<file path="src/rtl/mux_pkg.sv">
// Shared definitions for the 16-to-1 lane selector: lane count, select width
// and the single-bit selection helper applied per bit-plane.
package mux_pkg;

    localparam int unsigned N_IN  = 16;
    localparam int unsigned SEL_W = 4;

    // Picks one bit out of a 16-bit plane; wider lanes apply this per bit.
    function automatic logic lane_select(input logic [N_IN-1:0]  bus,
                                         input logic [SEL_W-1:0] idx);
        return bus[idx];
    endfunction

endpackage

</file>
<file path="src/rtl/mux_lane_sel.sv">
// Purely combinational 16:1 slice selector. Lane k sits at
// in[k*LANE_W +: LANE_W], lane 0 at the LSBs. Shared by the registered and
// the combinational-bypass output paths.
module mux_lane_sel
    import mux_pkg::*;
#(
    parameter int unsigned LANE_W = 1
) (
    input  logic [N_IN*LANE_W-1:0] in,
    input  logic [SEL_W-1:0]       sel,
    output logic [LANE_W-1:0]      out
);

    // Each output bit is a 16:1 pick from the plane made of that bit of every lane.
    for (genvar b = 0; b < LANE_W; b++) begin : g_bit
        logic [N_IN-1:0] plane;
        for (genvar k = 0; k < N_IN; k++) begin : g_lane
            assign plane[k] = in[k*LANE_W + b];
        end
        assign out[b] = lane_select(plane, sel);
    end

endmodule

</file>
<file path="src/rtl/mux_16to1.sv">
// Registered 16-to-1 selector with capture enable and sticky valid flag.
// Build option MUX_COMB_BYPASS_EN: output becomes combinational
// (0-cycle latency), out_valid follows rst_n and en is ignored.
module mux_16to1
    import mux_pkg::*;
#(
    parameter int unsigned LANE_W = 1
) (
    input  logic                   clk,
    input  logic                   rst_n,
    input  logic [N_IN*LANE_W-1:0] in,
    input  logic [SEL_W-1:0]       sel,
    input  logic                   en,
    output logic [LANE_W-1:0]      out,
    output logic                   out_valid
);

    logic [LANE_W-1:0] sel_data;

    mux_lane_sel #(
        .LANE_W (LANE_W)
    ) u_lane_sel (
        .in  (in),
        .sel (sel),
        .out (sel_data)
    );

`ifdef MUX_COMB_BYPASS_EN

    assign out       = sel_data;
    assign out_valid = rst_n;

`else

    // Capture the selected lane on enabled edges; valid stays set until reset.
    always_ff @(posedge clk or negedge rst_n) begin
        if (!rst_n) begin
            out       <= '0;
            out_valid <= 1'b0;
        end else if (en) begin
            out       <= sel_data;
            out_valid <= 1'b1;
        end
    end

    // An unknown select on a capturing edge would load garbage silently.
    always_ff @(posedge clk) begin
        if (rst_n && en) begin
            assert (!$isunknown(sel));
        end
    end

`endif

endmodule

</file>
<file path="config.mk">
export PLATFORM = sky130hd
export DESIGN_NAME = mux_16to1
export DESIGN_NICKNAME = d
export VERILOG_FILES = /design/src/rtl/mux_pkg.sv /design/src/rtl/mux_lane_sel.sv /design/src/rtl/mux_16to1.sv
export SDC_FILE = /design/constraint.sdc
export NUM_CORES = 1
export LEC_CHECK = 0
export BUFFER_PORTS_ARGS = -buffer_cell sky130_fd_sc_hd__buf_2
export CAP_MARGIN = 20
export CORE_AREA = 2 2 39 41
export DETAILED_ROUTE_END_ITERATION = 10
export DIE_AREA = 0 0 41 43
export GPL_TIMING_DRIVEN = 0
export SLEW_MARGIN = 20
export SYNTH_ARGS = -nofsm -noshare
export SYNTH_HDL_FRONTEND = slang
export SYNTH_SLANG_ARGS = --single-unit
</file>
<file path="constraint.sdc">
create_clock -name clk -period 1.18 [get_ports clk]
set_clock_uncertainty 0.1 [all_clocks]
set_input_delay 0.118 -clock clk [delete_from_list [all_inputs] [get_ports clk]]
set_output_delay 0.118 -clock clk [all_outputs]
set_load 0.02 [all_outputs]
</file>
Word level (Yosys, flattened, before mapping)
Cells that the tools add are included.
{ "totals": {"mem_bits_ro": 0, "mem_bits_rw": 0, "word_cells": 5, "inputBits": 23, "mem_count": 0, "regBits": 2, "output_inout_bits": 2, "latchBits": 0} }
{ "op_classes": {"magnitude_cmp": 1, "reduce_logical": 0, "n_mul": 0, "shifts": 0, "addsub": 0, "n_eq_ne": 0, "n_div": 0, "bitwise_logic": 0, "muxes": 2} }
{ "op_table": {"columns": ["op", "count"], "rows": [
  ["$lt A4 B5 Y1 const B", 1],
  ["$bmux W1 S4", 1],
  ["$mux W1", 1]
]} }

Longest topological paths before layout
{ "depth": {"depth_word": 2, "ltp_mapped": 4} }

By module
Synthesis repeated with hierarchy kept, for this count alone.
{ "unflattened": {"hier_cells": 11, "hier_area_um2": 206.4} }
{ "modules_own_cells": {"columns": ["module", "seq_area_each_um2", "area_per_inst_um2", "cells_per_inst", "n_inst"], "rows": [
  ["mux_lane_sel", 0.0, 135.1, 7, 1],
  ["mux_16to1", 50.0, 71.3, 4, 1]
]} }

Least setup slack after synthesis
Ideal clock, no wire load.
{ "synth_path": {"path_type": "in2reg", "start": "input sel[0]", "end": "register out", "t_required_ns": 0.955, "setup_time_ns": 0.125, "t_arrival_ns": 1.083, "path_buffers": 0, "setup_slack_ns": -0.128, "cell_stages": 4, "cell_sequence": "mux4_1 mux2i_1 mux2i_1 mux2_4"} }
{ "synth_via": {"elab_chain_cells": 2} }
{ "synth_rtl": {"columns": ["element", "line_no", "text"], "rows": [
  ["start, declared", "mux_16to1.sv:12", "input logic [SEL_W-1:0] sel,"],
  ["$bmux W1 S4", "mux_pkg.sv:11", "return bus[idx];"],
  ["$mux W1 (not written as such)", "mux_pkg.sv:11", null],
  ["end signal, assigned", "mux_16to1.sv:41", "out <= sel_data;"],
  ["end, declared", "mux_16to1.sv:14", "output logic [LANE_W-1:0] out,"]
]} }
No other way between the ends. The select of a mux whose other input is x is not followed.
A chain may end at the register's enable or synchronous reset.

Worst setup path in the final report
Same ends and word-level chain as after synthesis.

==> flow_summary_export.csv <==
group,metric,value,unit
final_layout,final_core_util,27.03,%
die,fp.dieW,41,um
yosys,ys_ff_latch,2,
outcome,violations,"setup timing",
pwr,power,344.2,uW
final_layout,n_antenna_cell,0,
cts,cts_root_buf,"clkbuf_4",
final_layout,layout_commonest_cell,"buf_2",
sta,post-route-period-util,102.3,%
die,dieArea,1763,um^2
final_layout,instances_no_fill,55,
min_path,holdCritPathClass,"primary input to flop",
die,num_rows,14,
cts,cts.sinks,2,
cts,cts_setup_buffers,0,
critical_path,crit_path_start_kind,"primary input",
routing,post_drt_wl_per_cell,13.44,um
pwr,leakage,0.1869,nW
min_path,whs_path_depth,2,
final_layout,nFillCells,144,
critical_path,crit_type,"primary input to flop",
yosys,yosysTopAreaCellShare,50.91,%
grt,grt_use_total,9.606,%
run,cap_violations,0,
cts,clkTransAtPathRegs,0.03,ns
min_path,hp-start,"en",
yosys,syn_nets,34,
critical_path,critPathRequiredTime,1.18,ns
yosys,yosys_warnings,0,
grt,grt_start_max_net_pins,5,
sta,slew_headroom,89.95,%
final_layout,final_cell_mix,"23 x buf_2, 4 x mux4_2, 3 x mux2i_1, 3 x clkbuf_4, 2 x dfrtp_1",
cts,clk_latency,0.22,ns
die,dieHeight,43,um
routing,first_pass_iters,2,
yosys,synth_largest_area_cell,"mux4_1",
sta,period_minus_slack,1.207,ns
min_path,min_to,"out_valid",
grt,grt_pass1_wl,1.000,mm
final_layout,synthToLayoutAreaGrowth,81.21,%
place,gp_congestion,0.6482,
cts,clockBufferDepth,2,
final_layout,drive_above_1_share,84.62,%
outcome,status,"complete, but fails checks",
critical_path,regToRegSetupSlack,0.32,ns
yosys,seq_area_frac_synth,24.24,%
yosys,ys_top_cells_by_area,"mux4_1 51%, dfrtp_1 24%, mux2i_1 15%, mux2_4 7.3%, or2_2 3.0%",
final_layout,nNetsFinal,64,
final_layout,finalInstanceArea,374.1,um^2
sta,rsz0062_at_grt,"yes",
yosys,yosysUniqueCellTypes,5,
place,placedCellCount,51,
pwr,powerDensity,920.1,nW/um^2
routing,first_iter_violations,5,
place,io_buffers,24,
yosys,syn_inst,11,
sta,hold_viol,0,
sta,max_freq,828.4,MHz
critical_path,crit_path_start,"sel[0]",
routing,vias,231,
sta,fin_ws,-0.02709,ns
grt,grt_pass1_vias,226,
sta,setup_viol,1,
pwr,max-vdd-ir-drop,0.2626,mV
yosys,avgSynthCellArea,18.77,um^2
critical_path,r2r_cells,1,
grt,antenna_found_initial,0,
sta,worst_slew_pin_slew,0.1466,ns
critical_path,reg2reg_from,"out_valid",
yosys,syn-cell-area,206.4,um^2
critical_path,arrival,1.21,ns
sta,drv_slew,0,
cts,cts_tree,"yes",
routing,routed_via_density,4.200,
critical_path,r2r-end,"out_valid",
grt,grt_overflow,0,
routing,drtAntennaViolNets,0,
sta,fin_setup_tns,-0.02709,ns
routing,drc,0,
place,post_dp_cell_area,331.6,um^2
cts,numCtsBuffers,3,
die,initial_utilization,14.92,%
routing,wirelength,739,um
die,io_pins,25,
die,fp.coreArea,1384,um^2
critical_path,critical_path.max_fanout,4,
critical_path,cp-end-kind,"flop",
cts,cts_htree_levels,1,
synth_stat cells, drive strengths merged:
library cell / count
dfrtp: 2
mux2: 1
mux2i: 3
mux4: 4
or2: 1
worst max-delay path by stage:
stage / to / slack, ns / cells past startpoint
4_1_cts: out / -0.02 / 5
2_1_floorplan: out / -0.08 / 4
3_3_place_gp: out / -0.32 / 5
3_5_place_dp: out / -0.35 / 5
6_report: out / -0.03 / 5
5_1_grt: out / -0.05 / 5
layout make-up:
class | count | area (um^2) | area share [%]
clock buffers | 3 | 22.52 | 6.020
repair buffers | 25 | 140.1 | 37.46
multi-input cells | 9 | 141.4 | 37.79
well taps | 16 | 20.02 | 5.351
flip-flops and latches | 2 | 50.05 | 13.38
per-layer routing:
metal / share of wire, % / global-route usage (%)
met1: 44 / 13.82
met2: 30 / 8.750
met3: 26 / 8.377
met4: 0 / 6.000
met5: 0 / 0
worst max-delay path: stages:
cell,delay (ns)
buf_8,0.09
mux4_2,0.48
mux2i_1,0.17
mux2i_1,0.09
mux2_4,0.26
flip-flops by register name (all words and copies together) (netlist names):
register,cells
out,1
out_valid,1
power by group:
group,internal [mW],switching [mW]
combinational,0.0734,0.0418
sequential,0.0761,0.00380
clock,0.112,0.0372
timing repair:
item,in CTS,in global routing
endpoints found under the setup margin,1,1
cloned,0,0
hold buffers,1,0
gates resized for setup,3,0
hold endpoints to repair,2,0
metrics by stage:
step,worst slack (ns),hold WS [ns]
after global routing,-0.04746,0.03281
after floorplan,-0.07546,-0.2776
after global placement,-0.3187,-0.1942
after CTS,-0.01987,0.01557
final,-0.02709,0.02873
after detailed placement,-0.3469,-0.1915
logic make-up after synthesis:
kind of cell,count (synthesis),synth area share (%)
DFF,2,24.24
and+or+nand+nor,1,3.032
muxes,8,72.73
(Power assumes the default switching activity.)
